## src/rtl/car_motion_controller_if.sv

```systemverilog
// car_motion_controller_if: player-control and car-state bundle between the
// frame logic and its environment (controls, hvsync generator, renderer).
//   vsync      : vertical sync level from the hvsync generator
//   btn_*      : steering / throttle levels
//   collision  : car/obstacle pixel overlap flag from the renderer
//   player_x/y : car sprite position for the renderer
//   speed      : current speed for road scrolling
//   odometer   : accumulated distance
//   crashed    : high while in the crash/recovery state
//   frame_tick : one-cycle pulse after each frame update
interface car_motion_controller_if;
    logic        vsync;
    logic        btn_left;
    logic        btn_right;
    logic        btn_up;
    logic        btn_down;
    logic        collision;
    logic [8:0]  player_x;
    logic [8:0]  player_y;
    logic [3:0]  speed;
    logic [15:0] odometer;
    logic        crashed;
    logic        frame_tick;

    // Controller side.
    modport slave (
        input  vsync, btn_left, btn_right, btn_up, btn_down, collision,
        output player_x, player_y, speed, odometer, crashed, frame_tick
    );

    // Environment side.
    modport master (
        output vsync, btn_left, btn_right, btn_up, btn_down, collision,
        input  player_x, player_y, speed, odometer, crashed, frame_tick
    );
endinterface

```

## src/rtl/car_motion_controller.sv

```systemverilog
// car_motion_controller: per-frame player-car state generator upstream of the
// sprite renderer. On each vsync rising edge it updates position, speed and
// odometer from the controls and runs a DRIVE/CRASH recovery FSM driven by
// the renderer's collision flag.
//   clk   : system pixel clock
//   reset : synchronous, active-high
//   bus   : car_motion_controller_if.slave (controls in, car state out)
module car_motion_controller #(
    parameter logic [8:0] START_X      = 9'd128,
    parameter logic [8:0] START_Y      = 9'd128,
    parameter logic [8:0] X_MIN        = 9'd16,
    parameter logic [8:0] X_MAX        = 9'd232,
    parameter logic [3:0] MAX_SPEED    = 4'd7,
    parameter logic [7:0] CRASH_FRAMES = 8'd30
) (
    input  logic                    clk,
    input  logic                    reset,
    car_motion_controller_if.slave  bus
);

    typedef enum logic {
        DRIVE = 1'b0,
        CRASH = 1'b1
    } state_t;

    state_t      state_q, state_d;
    logic        vsync_q;
    logic        vs_block_q;
    logic [8:0]  x_q, x_d;
    logic [3:0]  speed_q, speed_d;
    logic [15:0] odo_q, odo_d;
    logic [7:0]  timer_q, timer_d;
    logic        coll_q, coll_d;
    logic        crashed_q, crashed_d;
    logic        frame_tick_q, frame_tick_d;
    logic        tick;
    logic        hit;

    // vs_block_q suppresses the edge detector when vsync is still high from
    // before reset was released, so only a fresh rise counts as a frame.
    assign tick = bus.vsync & ~vsync_q & ~vs_block_q;

    always_comb begin
        state_d      = state_q;
        x_d          = x_q;
        speed_d      = speed_q;
        odo_d        = odo_q;
        timer_d      = timer_q;
        coll_d       = coll_q;
        frame_tick_d = 1'b0;
        hit          = coll_q | bus.collision;

        if (state_q == DRIVE) begin
            if (bus.collision) begin
                coll_d = 1'b1;
            end
        end else begin
            coll_d = 1'b0;
        end

        if (tick) begin
            frame_tick_d = 1'b1;
            coll_d       = 1'b0;
            case (state_q)
                DRIVE: begin
                    if (hit) begin
                        state_d = CRASH;
                        timer_d = CRASH_FRAMES;
                        speed_d = '0;
                    end else begin
                        // Distance uses the speed held during the frame just ended.
                        odo_d = odo_q + {12'd0, speed_q};

                        if (bus.btn_up && !bus.btn_down) begin
                            speed_d = (speed_q < MAX_SPEED) ? speed_q + 4'd1 : MAX_SPEED;
                        end else if (bus.btn_down && !bus.btn_up) begin
                            speed_d = (speed_q != 4'd0) ? speed_q - 4'd1 : 4'd0;
                        end

                        if (bus.btn_left && !bus.btn_right) begin
                            x_d = (x_q > X_MIN) ? x_q - 9'd1 : X_MIN;
                        end else if (bus.btn_right && !bus.btn_left) begin
                            x_d = (x_q < X_MAX) ? x_q + 9'd1 : X_MAX;
                        end
                    end
                end
                CRASH: begin
                    speed_d = '0;
                    if (timer_q == 8'd1) begin
                        state_d = DRIVE;
                        timer_d = '0;
                    end else begin
                        timer_d = timer_q - 8'd1;
                    end
                end
                default: state_d = DRIVE;
            endcase
        end

        crashed_d = (state_d == CRASH);
    end

    always_ff @(posedge clk) begin
        if (reset) begin
            state_q      <= DRIVE;
            vsync_q      <= 1'b0;
            vs_block_q   <= bus.vsync;
            x_q          <= START_X;
            speed_q      <= '0;
            odo_q        <= '0;
            timer_q      <= '0;
            coll_q       <= 1'b0;
            crashed_q    <= 1'b0;
            frame_tick_q <= 1'b0;
        end else begin
            state_q      <= state_d;
            vsync_q      <= bus.vsync;
            vs_block_q   <= vs_block_q & bus.vsync;
            x_q          <= x_d;
            speed_q      <= speed_d;
            odo_q        <= odo_d;
            timer_q      <= timer_d;
            coll_q       <= coll_d;
            crashed_q    <= crashed_d;
            frame_tick_q <= frame_tick_d;
        end
    end

    assign bus.player_x   = x_q;
    assign bus.player_y   = START_Y;
    assign bus.speed      = speed_q;
    assign bus.odometer   = odo_q;
    assign bus.crashed    = crashed_q;
    assign bus.frame_tick = frame_tick_q;

endmodule

```

## src/flat_wrapper.sv

```systemverilog
// flat-port wrapper written by rule: the top's interface ports become plain ports
module car_motion_controller_flat 
#(
    parameter logic [8:0] START_X      = 9'd128,
    parameter logic [8:0] START_Y      = 9'd128,
    parameter logic [8:0] X_MIN        = 9'd16,
    parameter logic [8:0] X_MAX        = 9'd232,
    parameter logic [3:0] MAX_SPEED    = 4'd7,
    parameter logic [7:0] CRASH_FRAMES = 8'd30
)
  (clk, reset, bus_vsync, bus_btn_left, bus_btn_right, bus_btn_up, bus_btn_down, bus_collision, bus_player_x, bus_player_y, bus_speed, bus_odometer, bus_crashed, bus_frame_tick);
  car_motion_controller_if bus_i ();
  input  logic clk;
  input  logic reset;
  input wire logic [$bits(bus_i.vsync)-1:0] bus_vsync;
  input wire logic [$bits(bus_i.btn_left)-1:0] bus_btn_left;
  input wire logic [$bits(bus_i.btn_right)-1:0] bus_btn_right;
  input wire logic [$bits(bus_i.btn_up)-1:0] bus_btn_up;
  input wire logic [$bits(bus_i.btn_down)-1:0] bus_btn_down;
  input wire logic [$bits(bus_i.collision)-1:0] bus_collision;
  output wire logic [$bits(bus_i.player_x)-1:0] bus_player_x;
  output wire logic [$bits(bus_i.player_y)-1:0] bus_player_y;
  output wire logic [$bits(bus_i.speed)-1:0] bus_speed;
  output wire logic [$bits(bus_i.odometer)-1:0] bus_odometer;
  output wire logic [$bits(bus_i.crashed)-1:0] bus_crashed;
  output wire logic [$bits(bus_i.frame_tick)-1:0] bus_frame_tick;
  assign bus_i.vsync = bus_vsync;
  assign bus_i.btn_left = bus_btn_left;
  assign bus_i.btn_right = bus_btn_right;
  assign bus_i.btn_up = bus_btn_up;
  assign bus_i.btn_down = bus_btn_down;
  assign bus_i.collision = bus_collision;
  assign bus_player_x = bus_i.player_x;
  assign bus_player_y = bus_i.player_y;
  assign bus_speed = bus_i.speed;
  assign bus_odometer = bus_i.odometer;
  assign bus_crashed = bus_i.crashed;
  assign bus_frame_tick = bus_i.frame_tick;
  car_motion_controller #(.START_X(START_X), .START_Y(START_Y), .X_MIN(X_MIN), .X_MAX(X_MAX), .MAX_SPEED(MAX_SPEED), .CRASH_FRAMES(CRASH_FRAMES)) u_core (.clk(clk), .reset(reset), .bus(bus_i));
endmodule
```

## config.mk

```make
export PLATFORM = sky130hd
export DESIGN_NAME = car_motion_controller_flat
export DESIGN_NICKNAME = d
export VERILOG_FILES = /design/src/rtl/car_motion_controller_if.sv /design/src/rtl/car_motion_controller.sv /design/src/flat_wrapper.sv
export SDC_FILE = /design/constraint.sdc
export NUM_CORES = 1
export LEC_CHECK = 0
export CAP_MARGIN = 15
export CORE_MARGIN = 5
export CORE_UTILIZATION = 30
export DETAILED_ROUTE_END_ITERATION = 8
export PLACE_DENSITY_LB_ADDON = 0.1
export SLEW_MARGIN = 20
export SYNTH_ARGS = -nofsm -noshare
export SYNTH_HDL_FRONTEND = slang
export SYNTH_SLANG_ARGS = --single-unit
export TNS_END_PERCENT = 20
```

## constraint.sdc

```tcl
create_clock -name clk -period 5.4 [get_ports clk]
set_clock_uncertainty 0.05 [all_clocks]
set_input_delay 0.81 -clock clk [delete_from_list [all_inputs] [get_ports clk]]
set_output_delay 0.81 -clock clk [all_outputs]
set_load 0.1 [all_outputs]
```

==> results.sh, run 1 <==
export IMPL_status="complete, no violations"
export IMPL_core_area_um2=8220
export IMPL_synth_area_um2=2530
export IMPL_cts_resized_gates=0
export IMPL_num_io_pins=48
export IMPL_post_cts_setup_buffers=0
export IMPL_ys_seq_area_frac=0.332
export IMPL_vias=2284
export IMPL_synth_area_leaders="dfxtp_1, ha_1, nor2_1, o21ai_0, nand2_1"
export IMPL_p_int_mw=0.457
export IMPL_syn_instance_count=319
export IMPL_dr_pass1_iters=4
export IMPL_nNetsFinal=368
export IMPL_fp_dieH_um=102
export IMPL_ys_async_sr_fraction=0
export IMPL_leakagePower_nw=1.13
export IMPL_synth_ff_type="dfxtp_1"
export IMPL_place_area_um2=2930
export IMPL_hold_buffers=0
export IMPL_cts_tree="yes"
export IMPL_antenna_cells=0
export IMPL_swShare=0.335
export IMPL_pwr_share_comb=0.193
export IMPL_fill_cells=857
export IMPL_grt_pass1_wl_um=10700
export IMPL_yosysWarnings=0
export IMPL_grt_max_degree=34
export IMPL_final_setup_tns_ps=0
export IMPL_wire_per_inst_um=14.3
export IMPL_route_detailed_vias_per_inst=5.05
export IMPL_die_w_um=102
export IMPL_arrival_ps=3170
export IMPL_instances_no_fill=452
export IMPL_synth_top_area_cell="dfxtp_1"
export IMPL_synth_cell_types=52
export IMPL_worst_slack_ps=2370
export IMPL_report_final_slew_viol_count=0
export IMPL_synth_enable_flop_cells=0
export IMPL_endpoint_kind="flip-flop"
export IMPL_grt_pass1_vias=2215
export IMPL_drc=0
export IMPL_area_delta_synth_final_pct=19.6
export IMPL_htreeDepth=2
export IMPL_dp_hpwl_um=4500
export IMPL_port_buffers=38
export IMPL_layout_min_cycle_time_ps=3030
export IMPL_clock_latency_ps=300
export IMPL_synth_seq_cells=42
export IMPL_start_kind="input pin"
export IMPL_period_share=0.562
export IMPL_cap_viol_max_count=0
export IMPL_synth_top_area_frac=0.332
export IMPL_hold_violations=0
export IMPL_grt_use_total=0.128
export IMPL_hold_path_class="reg -> reg"
export IMPL_worst_slew_pin_slew_ps=984
export IMPL_cts_root_buf="clkbuf_8"
export IMPL_clock_sinks=42
export IMPL_routed_wl_um=6440
export IMPL_antenna_found_initial=0
export IMPL_overflow=0
export IMPL_synth_most_common_cell="dfxtp_1"
export IMPL_slew_headroom=0.342
export IMPL_fin_util=0.369
export IMPL_place_ws_ps=1820
export IMPL_rsz0062_at_grt="false"
export IMPL_drtIter0Drc=40
export IMPL_dp_cells=444
export IMPL_power_density_nw_per_um2=227
export IMPL_worstSetupPathType="in -> reg"
export IMPL_seqPwrFrac=0.481
export IMPL_finalWeightedCongestion=0.778
export IMPL_clkPwrFrac=0.326
export IMPL_p_switching_mw=0.230
export IMPL_clk_path_buf_depth=2
export IMPL_setup_viol=0
export IMPL_start_util=0.308
export IMPL_cp_required_ps=5540
export IMPL_drive_gt1_frac=0.0461
export IMPL_row_count=33
export IMPL_synth_common_cells="dfxtp_1, nor2_1, nand2_1"
export IMPL_die_area_um2=10400
export IMPL_crit_path_max_fanout=11
export IMPL_path_clk_slew_ps=90
export IMPL_design_area_um2=3030
export IMPL_multi_input_area_um2=1530
export IMPL_post_synth_cell_area_avg_um2=7.94
export IMPL_register_area_um2=841
export IMPL_max_vdd_ir_drop_uv=71.7
export IMPL_fmax_mhz=330
export IMPL_cts_buffers=5
export IMPL_postRouteAntennaNets=0
-- logic make-up after synthesis --
| group | share of synthesized area |
|---|---|
| buf+inv | 0.0780 |
| simple gates | 0.252 |
| flops | 0.332 |
| xor+xnor | 0.0657 |
| other cells | 0.00296 |
| compound gates | 0.197 |
| fa+ha+maj | 0.0721 |
-- power by group through the flow --
stage	Combinational, mW	Clock [mW]	Sequential, mW
floorplan	0.0920	0	0.355
finish	0.133	0.224	0.330
detailed placement	0.133	0	0.337
CTS	0.133	0.233	0.330
global placement	0.133	0	0.337
global route	0.144	0.246	0.332
-- cell type report --
class,instances,share of cell area
clock buffers,6,0.0273
clock inverters,2,0.00413
inverters,13,0.0161
multi-input cells,245,0.504
flip-flops and latches,42,0.277
well taps,105,0.0434
repair buffers,39,0.128
-- cells in the final DEF, fill, tap and decap left out, types with 3 or more instances in the layout --
master           instances
xor2_1                  10
nor2_1                  31
a31oi_1                  5
ha_1                    13
conb_1                   9
clkbuf_8                 6
nand2b_1                 4
a211oi_1                 4
nand2_1                 26
and2_1                   3
xnor2_1                  9
nor3_1                  13
dfxtp_1                 42
and3_1                   4
a21oi_1                 19
o211ai_1                 4
nor2b_1                  4
o21ai_0                 20
nand3_1                 12
nand4_1                  5
nor4_1                   7
inv_1                   13
clkdlybuf4s50_1         38
or3_1                    6
-- metal layers --
layer | part of all wire | wire length, um | track usage
met2 | 0.43 | 2800 | 0.197
met5 | 0 | 0 | 0
met1 | 0.51 | 3260 | 0.177
met4 | 0.011 | 73 | 0.0394
met3 | 0.048 | 312 | 0.0341
-- flip-flops by register name, indices dropped and copies added (netlist names) --
signal	flops
u_core.bus.odometer	16
u_core.bus.player_x	9
u_core.timer_q	8
u_core.bus.speed	4
u_core.bus.crashed	1
u_core.bus.frame_tick	1
u_core.coll_q	1
u_core.vs_block_q	1
u_core.vsync_q	1
-- stage by stage --
| stage | hold WS (ps) | power (mW) |
|---|---|---|
| after floorplan | 407 | 0.447 |
| after global placement | 419 | 0.471 |
| after detailed placement | 420 | 0.470 |
| after CTS | 434 | 0.696 |
| after global routing | 470 | 0.722 |
| final | 431 | 0.687 |
-- critical path: stages --
cell             delay [ps]
clkdlybuf4s50_1         500
or3b_2                  590
or3_1                   560
or4_4                   530
o211ai_2                 90
o211ai_2                 80
-- path summary, 6_finish.rpt --
check | to | start | depth (start not counted) | slack [ps]
max | u_core.bus.player_x[6] | bus_vsync | 6 | 2370
min | u_core.bus.odometer[3] | u_core.bus.odometer[3] | 2 | 430
max reg2reg | u_core.bus.player_x[6] | u_core.vsync_q | 5 | 3050
min reg2reg | u_core.bus.odometer[3] | u_core.bus.odometer[3] | 2 | 430
(Power assumes the default switching activity.)
==> run 2: changes to the inputs <==
Clock period 5.4 ns to 2.5 ns, I/O delays scaled along.
==> run 2 against run 1 <==
Sequential share of layout area fell by 0.66 points. First-iteration DRC count increased by 10%. Via count grew 2.7%. Die area unchanged. Critical path depth stayed put. Final area increased by 2.6%. Routed wire length is 3.4% higher. Non-clock buffer count grew 19. Setup slack worse by 2100 ps. Utilization rose by 0.96 points. Register-to-register slack worse by 2600 ps. Clock-buffer cell count unchanged.
==> results.sh, run 2 (synthesized netlist as in run 1, its figures left out) <==
export IMPL_overflow=0
export IMPL_cts_tree="yes"
export IMPL_route_detailed_vias_per_inst=4.99
export IMPL_cts_root_buf="clkbuf_8"
export IMPL_period_share=0.909
export IMPL_row_count=33
export IMPL_worstSetupPathType="in -> reg"
export IMPL_nNetsFinal=387
export IMPL_grt_use_total=0.132
export IMPL_dr_pass1_iters=4
export IMPL_die_area_um2=10400
export IMPL_finalWeightedCongestion=0.776
export IMPL_layout_min_cycle_time_ps=2270
export IMPL_cp_required_ps=2630
export IMPL_worst_slew_pin_slew_ps=578
export IMPL_area_delta_synth_final_pct=22.7
export IMPL_fin_util=0.378
export IMPL_hold_path_depth=1
export IMPL_hold_buffers=0
export IMPL_fmax_mhz=440
export IMPL_wire_per_inst_um=14.2
export IMPL_design_power_total_mw=1.58
export IMPL_num_io_pins=48
export IMPL_max_vdd_ir_drop_uv=231
export IMPL_clock_sinks=42
export IMPL_cap_viol_max_count=0
export IMPL_mostFrequentLayoutCell="buf_4"
export IMPL_endpoint_kind="flip-flop"
export IMPL_postRouteAntennaNets=0
export IMPL_antenna_found_initial=0
export IMPL_cts_resized_gates=0
export IMPL_path_clk_slew_ps=80
export IMPL_htreeDepth=2
export IMPL_leakagePower_nw=1.29
export IMPL_slew_headroom=0.611
export IMPL_arrival_ps=2400
export IMPL_most_common_layout_cells="buf_4, dfxtp_1, nor2_1"
export IMPL_rsz0062_at_grt="false"
export IMPL_grt_pass1_vias=2331
export IMPL_clk_path_buf_depth=2
export IMPL_start_kind="input pin"
export IMPL_crit_path_max_fanout=4
export IMPL_die_w_um=102
export IMPL_routed_wl_um=6660
export IMPL_setup_viol=0
export IMPL_vias=2345
export IMPL_hold_violations=0
export IMPL_power_density_nw_per_um2=508
export IMPL_port_buffers=38
export IMPL_hold_path_class="reg -> reg"
export IMPL_start_util=0.308
export IMPL_drc=0
export IMPL_cts_buffers=5
export IMPL_drive_gt1_frac=0.178
export IMPL_largest_reg_flops=16
export IMPL_rr_worst_depth=7
export IMPL_report_final_slew_viol_count=0
export IMPL_grt_pass1_wl_um=11100
export IMPL_drtIter0Drc=44
export IMPL_fp_dieH_um=102
export IMPL_dp_hpwl_um=4890
export IMPL_antenna_cells=0
export IMPL_grt_max_degree=15
export IMPL_status="complete, no violations"
export IMPL_clock_latency_ps=290
export IMPL_core_area_um2=8220
export IMPL_post_cts_setup_buffers=0
## run 2: changes by cell type in the layout (fill, tap and decap cells not counted), sizes merged
cell,change
buf,+50
clkdlybuf4s50,-31
bufinv,+1
clkinv,-1
clkinvlp,-1
## run 2: worst max-delay path, cell delays in order
cell	delay [ps]
clkdlybuf4s50_1	500
or3b_2	470
or3_1	390
or4_4	490
o211ai_2	90
o211ai_2	80
## run 2: metrics by stage
| step | cell area, um2 | setup slack (ps) | std cells | TNS (ps) | hold slack [ps] |
|---|---|---|---|---|---|
| after floorplan | 2560 | 20.6 | 326 | 0 | 407 |
| after global placement | 3000 | -53.0 | 463 | -53.0 | 422 |
| after detailed placement | 3000 | -87.9 | 463 | -139 | 422 |
| after CTS | 3110 | 230 | 470 | 0 | 446 |
| after global routing | 3110 | 137 | 470 | 0 | 472 |
| final | 3110 | 227 | 470 | 0 | 442 |
## run 2: path summary, 6_finish.rpt
check	from	endpoint	slack, ps
worst max-delay path	bus_vsync	u_core.bus.player_x[6]	230
worst min register to register	u_core.vs_block_q	u_core.vs_block_q	440
worst min-delay path	u_core.vs_block_q	u_core.vs_block_q	440
worst max register to register	u_core.bus.player_x[0]	u_core.bus.player_x[5]	430
## run 2: power by group
| part | internal (mW) | switching (mW) |
|---|---|---|
| Sequential | 0.689 | 0.0210 |
| Combinational | 0.0894 | 0.218 |
| Clock | 0.320 | 0.244 |
## run 2: area by class of cell
| type | instances | area [um2] |
|---|---|---|
| clock buffer | 6 | 82.6 |
| timing repair buffer | 58 | 453 |
| inverter | 13 | 48.8 |
| clock inverter | 1 | 30.0 |
| sequential | 42 | 842 |
| tap | 105 | 131 |
| multi-input combinational | 245 | 1520 |
| fill | 846 | 5110 |
## run 2: routing by layer
metal	vias to the layer above	wire [um]	global-route usage
met5	-	0	0
met4	0	65	0.0333
li1	1209	-	-
met3	7	340	0.0307
met2	49	2990	0.212
met1	1080	3270	0.180
==> run 3: changes to the inputs <==
Settings changed: CTS_CLUSTER_SIZE set to 30.
==> results of run 3 <==
No change in the layout: final DEF, timing and power equal those of run 2.
